<file path="config.mk">
export PLATFORM = sky130hd
export DESIGN_NAME = riscv_data_bus
export DESIGN_NICKNAME = d
export VERILOG_FILES = /design/src/rtl/riscv_bus_pkg.sv /design/src/rtl/riscv_bus_decoder.sv /design/src/rtl/riscv_data_bus.sv
export SDC_FILE = /design/constraint.sdc
export NUM_CORES = 1
export LEC_CHECK = 0
export BUFFER_PORTS_ARGS = -buffer_cell sky130_fd_sc_hd__buf_2
export CORE_AREA = 2 2 135 137
export CTS_BUF_LIST = sky130_fd_sc_hd__clkbuf_8
export DETAILED_ROUTE_END_ITERATION = 16
export DIE_AREA = 0 0 137 139
export PLACE_DENSITY = 0.79
export RECOVER_POWER = 100
export SLEW_MARGIN = 20
export SYNTH_ARGS = -nofsm -noshare
export SYNTH_HDL_FRONTEND = slang
export SYNTH_HIERARCHICAL = 1
export SYNTH_SLANG_ARGS = --single-unit
export TNS_END_PERCENT = 100
</file>
<file path="constraint.sdc">
create_clock -name clk_i -period 2.9 [get_ports clk_i]
set_clock_uncertainty 0.1 [all_clocks]
set_input_delay 0 -clock clk_i [delete_from_list [all_inputs] [get_ports clk_i]]
set_output_delay 0 -clock clk_i [all_outputs]
set_load 0.005 [all_outputs]
</file>
<file path="src/rtl/riscv_bus_pkg.sv">
`default_nettype none
// ============================================================================
// riscv_bus_pkg : shared types and address-map constants for the bus fabric
// Revision      : 1.0
// ============================================================================
package riscv_bus_pkg;

    typedef enum logic [1:0] {
        IDLE   = 2'd0,
        ACCESS = 2'd1,
        RESP   = 2'd2
    } bus_state_t;

    localparam int          DEF_SEL_MSB  = 31;
    localparam int          DEF_SEL_LSB  = 24;
    localparam logic [31:0] DEF_ERR_DATA = 32'hDEAD_BEEF;

    localparam logic [31:0] SLV0_BASE = 32'h0000_0000;
    localparam logic [31:0] SLV1_BASE = 32'h0100_0000;
    localparam logic [31:0] SLV2_BASE = 32'h0200_0000;
    localparam logic [31:0] SLV3_BASE = 32'h0300_0000;

    // Width of a slave index; at least one bit so a single-slave bus still has a port
    function automatic int idx_width(input int n);
        return (n > 1) ? $clog2(n) : 1;
    endfunction

endpackage
`default_nettype wire

</file>
<file path="src/rtl/riscv_bus_decoder.sv">
`default_nettype none
// ============================================================================
// riscv_bus_decoder : address -> slave index plus mapped flag (combinational)
// Revision          : 1.0
// ============================================================================
module riscv_bus_decoder
    import riscv_bus_pkg::*;
#(
    parameter int NUM_SLAVES = 4,
    parameter int SEL_MSB    = DEF_SEL_MSB,
    parameter int SEL_LSB    = DEF_SEL_LSB,
    parameter int IDX_W      = idx_width(NUM_SLAVES)
)(
    input  logic [31:0]      addr,
    output logic [IDX_W-1:0] idx,
    output logic             valid
);

    logic [31:0] field;
    logic        unused_addr;

    assign field       = 32'(addr[SEL_MSB:SEL_LSB]);
    assign idx         = field[IDX_W-1:0];
    assign valid       = (field < 32'(NUM_SLAVES));
    assign unused_addr = ^addr;

endmodule
`default_nettype wire

</file>
<file path="src/rtl/riscv_data_bus.sv">
`default_nettype none
// ============================================================================
// riscv_data_bus : single-outstanding LSU-to-slaves interconnect with timeout
// Revision       : 1.0
// ============================================================================
module riscv_data_bus
    import riscv_bus_pkg::*;
#(
    parameter int          NUM_SLAVES = 4,
    parameter int          SEL_MSB    = DEF_SEL_MSB,
    parameter int          SEL_LSB    = DEF_SEL_LSB,
    parameter int          TIMEOUT    = 16,
    parameter logic [31:0] ERR_DATA   = DEF_ERR_DATA
)(
    input  logic                        clk_i,
    input  logic                        rst_i,
    input  logic                        m_req_i,
    input  logic                        m_we_i,
    input  logic [3:0]                  m_be_i,
    input  logic [31:0]                 m_addr_i,
    input  logic [31:0]                 m_wd_i,
    output logic [31:0]                 m_rd_o,
    output logic                        m_ready_o,
    output logic                        m_err_o,
    output logic [NUM_SLAVES-1:0]       s_req_o,
    output logic                        s_we_o,
    output logic [3:0]                  s_be_o,
    output logic [31:0]                 s_addr_o,
    output logic [31:0]                 s_wd_o,
    input  logic [NUM_SLAVES-1:0][31:0] s_rd_i,
    input  logic [NUM_SLAVES-1:0]       s_ready_i,
    output logic [7:0]                  err_cnt_o,
    output logic [31:0]                 err_addr_o
);

    localparam int             IDX_W    = idx_width(NUM_SLAVES);
    localparam int             CNT_W    = $clog2(TIMEOUT);
    localparam logic [CNT_W-1:0] CNT_LAST = CNT_W'(TIMEOUT - 1);

    bus_state_t       state, state_nxt;
    logic [IDX_W-1:0] dec_idx, sel;
    logic             dec_valid;
    logic [CNT_W-1:0] cnt;
    logic             sel_ready;
    logic             timeout_hit;

    riscv_bus_decoder #(
        .NUM_SLAVES (NUM_SLAVES),
        .SEL_MSB    (SEL_MSB),
        .SEL_LSB    (SEL_LSB),
        .IDX_W      (IDX_W)
    ) u_decoder (
        .addr  (m_addr_i),
        .idx   (dec_idx),
        .valid (dec_valid)
    );

    assign sel_ready   = s_ready_i[sel];
    assign timeout_hit = (cnt == CNT_LAST);
    assign m_ready_o   = (state == RESP);

    always_ff @(posedge clk_i or negedge rst_i) begin
        if (!rst_i) state <= IDLE;
        else        state <= state_nxt;
    end

    always_comb begin
        state_nxt = state;
        s_req_o   = '0;
        case (state)
            IDLE:    if (m_req_i) state_nxt = dec_valid ? ACCESS : RESP;
            ACCESS: begin
                s_req_o[sel] = 1'b1;
                if (sel_ready || timeout_hit) state_nxt = RESP;
            end
            RESP:    state_nxt = IDLE;
            default: state_nxt = IDLE;
        endcase
    end

    always_ff @(posedge clk_i or negedge rst_i) begin
        if (!rst_i) begin
            sel        <= '0;
            cnt        <= '0;
            s_we_o     <= 1'b0;
            s_be_o     <= '0;
            s_addr_o   <= '0;
            s_wd_o     <= '0;
            m_rd_o     <= '0;
            m_err_o    <= 1'b0;
            err_cnt_o  <= '0;
            err_addr_o <= '0;
        end else begin
            case (state)
                IDLE: begin
                    if (m_req_i && dec_valid) begin
                        s_we_o   <= m_we_i;
                        s_be_o   <= m_be_i;
                        s_addr_o <= m_addr_i;
                        s_wd_o   <= m_wd_i;
                        sel      <= dec_idx;
                        cnt      <= '0;
                    end else if (m_req_i) begin
                        m_rd_o     <= ERR_DATA;
                        m_err_o    <= 1'b1;
                        err_addr_o <= m_addr_i;
                        if (err_cnt_o != 8'hFF) err_cnt_o <= err_cnt_o + 8'd1;
                    end
                end
                ACCESS: begin
                    // Ready is tested first so a last-cycle ready still succeeds
                    if (sel_ready) begin
                        m_rd_o  <= s_we_o ? 32'd0 : s_rd_i[sel];
                        m_err_o <= 1'b0;
                    end else if (timeout_hit) begin
                        m_rd_o     <= ERR_DATA;
                        m_err_o    <= 1'b1;
                        err_addr_o <= s_addr_o;
                        if (err_cnt_o != 8'hFF) err_cnt_o <= err_cnt_o + 8'd1;
                    end else begin
                        cnt <= cnt + 1'b1;
                    end
                end
                default: ;
            endcase
        end
    end

endmodule
`default_nettype wire

</file>
# ---- Yosys cells after proc, flatten, opt, wreduce, memory -nomap -nowiden
# Index checks and enable logic that the tools add are counted.
dict set report word_totals {
  register_bits 150
  latch_bits 0
  ram_bits 0
  mem_bits_ro 0
  in_bits 204
  out_inout_bits 147
  wordCells 75
  mem_count 0
}
dict set report classes {
  n_addsub 2
  n_mul 0
  div_mod_pow 0
  magnitude_cmp 3
  eq_ne 12
  shifts 0
  n_mux 37
  bitwise 0
  reduce_logical 10
}
# op n
set ops {}
lappend ops {{2-to-1 mux 32 bit} 10}
lappend ops {{case mux 32 bit (2 select lines)} 2}
lappend ops {{binary-select mux 32 bit (select 2 bit)} 1}
lappend ops {{2-to-1 mux 8 bit} 5}
lappend ops {{2-to-1 mux 4 bit} 4}
lappend ops {{case mux 8 bit (2 select lines)} 1}
lappend ops {{!= test 2 bit, second input constant} 7}
lappend ops {{adder 8 x 1 -> 8 bit, second input constant} 1}
lappend ops {{< comparator 8 x 3 -> 1 bit, second input constant} 1}
lappend ops {{!= test 8 bit, second input constant} 1}
lappend ops {{case mux 4 bit (2 select lines)} 1}
lappend ops {{AND reduction 4 bit} 2}
lappend ops {{2-to-1 mux 1 bit} 6}
lappend ops {{2-to-1 mux 2 bit} 3}
lappend ops {{AND reduction 5 bit} 1}
lappend ops {{adder 4 x 1 -> 4 bit, second input constant} 1}
lappend ops {{== test 4 bit, second input constant} 1}
lappend ops {{case mux 2 bit (2 select lines)} 1}
lappend ops {{AND reduction 2 bit} 2}
lappend ops {{< comparator 2 x 3 -> 1 bit, second input constant} 1}
lappend ops {{!= test 3 bit, second input constant} 1}
lappend ops {{binary-select mux 1 bit (select 2 bit)} 1}
lappend ops {{demux 1 bit (select 2 bit)} 1}
lappend ops {{== test 2 x 1 -> 1 bit, second input constant} 1}
lappend ops {{other kinds (7)} 8}

# ---- Depth between registers and ports, before layout
dict set report logic_depth {
  depth_word 5
  ltp_mapped 8
  depth_no_buf 6
}

# ---- Cells and area by module
# The synthesis kept the hierarchy.
# mod instances cells_per_inst area_each_um2
set modules_own_cells {}
lappend modules_own_cells {riscv_data_bus 1 546 6954.2}
lappend modules_own_cells {riscv_bus_decoder 1 4 32.5}

# ---- Worst setup path before layout
# No wires, ideal clock.
dict set report synth_path {
  path_kind {flip-flop to flip-flop}
  from {register sel[0]}
  to {register m_rd_o[10]}
  arrival_ps 1745
  t_required_ps 2679
  path_slack_ps 934
  path_stages_with_launch 6
  n_path_buf 2
  period_less_slack_ps 1966
  cell_sequence {dfrtp_1 -> buf_2 -> buf_2 -> mux4_2 -> nor2b_1 -> o22a_1}
}
dict set report synth_between {
  elab_chain_cells 5
  word_cells_on_any_way 9
  classes_between {1 x eq/ne; 7 x mux; 1 x reduce/logical}
}
# element line
set synth_rtl {}
lappend synth_rtl {{start, declared} riscv_data_bus.sv:41} ;# logic [IDX_W-1:0] dec_idx, sel;
lappend synth_rtl {{start signal, assigned} riscv_data_bus.sv:101} ;# sel <= dec_idx;
lappend synth_rtl {{binary-select mux 32 bit (select 2 bit)} riscv_data_bus.sv:113} ;# m_rd_o <= s_we_o ? 32'd0 : s_rd_i[sel];
lappend synth_rtl {{2-to-1 mux 32 bit (not written as such)} riscv_data_bus.sv:113}
lappend synth_rtl {{2-to-1 mux 32 bit} riscv_data_bus.sv:113}
lappend synth_rtl {{2-to-1 mux 32 bit} riscv_data_bus.sv:112} ;# if (sel_ready) begin
lappend synth_rtl {{case mux 32 bit (2 select lines)} riscv_data_bus.sv:94} ;# case (state)
lappend synth_rtl {{end signal, assigned} riscv_data_bus.sv:113}
lappend synth_rtl {{end, declared} riscv_data_bus.sv:22} ;# output logic [31:0] m_rd_o,
# Several ways; a longest one is shown, not always the timed one. The select of a mux whose other input is x is not followed.
# A chain may end at the register's enable or synchronous reset.

# ---- Worst setup path in the final report
dict set report layout_path {
  from {register sel[0]}
  to {register m_rd_o[21]}
}
# The elaborated chain is that of the path after synthesis.

==> impl_metrics.csv <==
group,metric,value,unit
power_and_ir_drop,power_density,521.9,nW/µm²
worst_hold_path,hp-class,"in -> reg",
synthesis,yosysTopAreaCellShare,0.5372,
synthesis,synth_top_area_cell,"dfrtp_1",
cts,h-tree-depth,4,
die,core,17660,µm²
die,ios,351,
sta,fmax,369.6,MHz
synthesis,yosysWarnings,6,
cells_and_area,area_growth,45.38,%
route,wire_per_inst,18.72,µm
route,routedLengthMet1,8571,µm
route,antenna_left,0,
cts,cts.path.max_buffers,2,
synthesis,syn_avg_cell_area,12.70,µm²
global_route,grt_pass1_wl,35250,µm
setup_path,cp.buffers_inverters,2,
cts,postCtsSetupBuffers,0,
placed_design,dpl_cell_area,9007,µm²
global_route,grt_usage,0.2387,
route,drt_pass1_iterations,4,
synthesis,synth_flop_cell,"dfrtp_1",
route,via_count,6529,
cts,clock_tree.root_cell,"clkbuf_8",
sta,tightest_slew,2.139,ns
setup_path,crit_chain,"buf_4 -> mux4_2 -> dlygate4sd3_1 -> nor2b_1 -> o22a_1",
synthesis,synthTopCellsByCount,"dfrtp_1 (150), mux2_2 (73), nand2_1 (70)",
synthesis,synth_area_leaders,"dfrtp_1 (54%), mux2_2 (12%), mux4_2 (11%)",
setup_path,slowest_stage,"dlygate4sd3_1",
outcome,violations,"max-capacitance violations, max-slew violations",
synthesis,syn_area,6987,µm²
synthesis,yosysMostFrequentCell,"dfrtp_1",
global_route,antenna_found_initial,1,
synthesis,netlist_instances,550,
synthesis,synth-seq-area-share,0.5372,
cts,clkSinkCount,150,
sta,fin_crit,2.705,ns
setup_path,end_kind,"register",
power_and_ir_drop,p_leak,0.004678,µW
sta,setup_tns,0,ns
die,start_util,0.3957,
cts,numCtsBuffers,17,
sta,post-route-period-util,0.9329,
synthesis,synth.distinct_cells,37,
sta,report.final.hold_viol_count,0,
sta,max_slew_margin,-0.4258,
global_route,grt_overflow_total,0,
setup_path,worst_ep_arrival_time,2.94,ns
cells_and_area,drive_above_1_share,0.3992,
cells_and_area,nNetsFinal,1196,
sta,setup_violations,0,
route,route.met3.wl,1902,µm
route,top_layer,"met5",
route,drt_iter0_markers,325,
route,routed_wl,23050,µm
global_route,grt_max_degree,82,
die,fp.dieW,137,µm
setup_path,crit_type,"reg -> reg",
setup_path,crit_family,"buffers and inverters",
route,dr_wl_met2,11850,µm
placed_design,hpwl,15540,µm
outcome,status,"complete, but fails checks",
setup_path,path_max_fanout,37,
cells_and_area,final_cell_area,10160,µm²
cts,clkTransAtPathRegs,0.09,ns
setup_path,startpoint_type,"register",
placed_design,gp_congestion,0.8245,
synthesis,synth-seq-cells,150,
route,drcViolationCount,0,
die,rows,49,
synthesis,syn_nets,756,
setup_path,max_stage_delay,0.60,ns
cts,cts_tree,"yes",
power_and_ir_drop,ir_drop,361.5,µV
sta,final-max-slew-violation-count,81,
setup_path,worst_ep_required_time,3.13,ns
cells_and_area,antennaDiodeCount,0,
die,fp.dieArea,19040,µm²
sta,rsz0062_at_grt,"false",
cts,clk_latency,0.44,ns
synthesis,synth_edf_count,0,
placed_design,port_buffers,350,
route,viasPerCell,5.304,
global_route,grt_pass1_vias,6890,
job,drv_cap,1,
die,die-height,139,µm
synthesis,synth-async-reset-ratio,1.000,
[power by group]
| part | switching (µW) | internal, µW | total (µW) | leakage [µW] |
|---|---|---|---|---|
| sequential | 197 | 2340 | 2530 | 0.00182 |
| combinational | 545 | 670 | 1210 | 0.00267 |
| clock | 809 | 743 | 1550 | 0.000188 |
| total | 1550 | 3750 | 5300 | 0.00468 |
[state kept, by name, indices dropped and copies added (netlist names)]
name        count
cnt             4
m_err_o         1
sel             2
s_we_o          1
err_cnt_o       8
s_be_o          4
m_rd_o         32
err_addr_o     32
s_addr_o       32
state           2
s_wd_o         32
[logic make-up (layout without fill, tap and decap cells)]
group                      after synthesis  in the layout  synth area share
adders and majority gates                2              2          0.003581
muxes                                  106            106            0.2240
xor gates and xnor gates                 7              7          0.008775
buffers and inverters                   49            501           0.03474
and+or+nand+nor                        129            129           0.08883
AOI/OAI and AO/OA                      107            107            0.1028
DFF                                    150            150            0.5372
[final timing paths]
path,slack [ns],end,start,cells past startpoint
max,0.19,m_rd_o[21],sel[0],5
min,0.03,m_rd_o[27],s_rd_i[123],4
max reg2reg,0.19,m_rd_o[21],sel[0],5
min reg2reg,0.41,s_be_o[3],s_be_o[3],1
max in group asynchronous,0.56,s_addr_o[21],rst_i,3
min in group asynchronous,0.61,s_addr_o[4],rst_i,2
[tightest hold or removal path, cell delays in order]
cell,delay (ns)
buf_2,0.08
mux4_2,0.20
nor2b_1,0.12
o22a_1,0.13
[what timing repair did]
action / 4_1_cts / 5_1_grt
resized for setup: 0 / 0
hold endpoints to repair: 195 / 0
hold buffers: 97 / 0
[metal layers]
metal	up-vias	global-route usage
met3	58	0.07054
met4	2	0.09712
met5	-	0
met1	3223	0.2766
met2	351	0.4098
li1	2895	-
[cell usage in the layout, fill, tap and decap left out, drive strengths merged, types with 3 or more instances in the layout]
cell type    Yosys  routed
clkinv           0       5
o21ai            3       3
dlygate4sd3      0      97
nand3            5       5
mux4            33      33
a21o             3       3
buf             26     256
clkbuf          20     134
nor2             5       5
nand4            5       5
a22o             9       9
inv              3       5
clkinvlp         0       3
and3             7       7
nor3             4       4
a31oi           32      32
dfrtp          150     150
nand2           70      70
nor2b           26      26
o22a            24      24
mux2            73      73
a21oi           34      34
xnor2            7       7
[metrics by stage]
stage                     hold WS [ns]  cells  power (µW)  setup WS, ns  utilization
after floorplan                -0.3956    550        3105        0.9336            -
after global placement        0.002717   1103        3648        0.6822       0.5101
after global routing           0.01780   1231        5572       0.06804       0.5753
after detailed placement       0.01693   1103        3691        0.6265       0.5101
after CTS                     0.001176   1231        5370        0.2771       0.5865
final                          0.03369   1231        5301        0.1946       0.5753
[area by class of cell]
class / count / area, µm²
clock buffers: 20 / 275.3
clock inverters: 11 / 101.3
fillers: 1478 / 7500
inverters: 3 / 11.26
multi-input cells: 351 / 2993
flip-flops and latches: 150 / 3755
well taps: 229 / 286.5
repair buffers: 467 / 2735
Power figures use the tool's default switching activity.
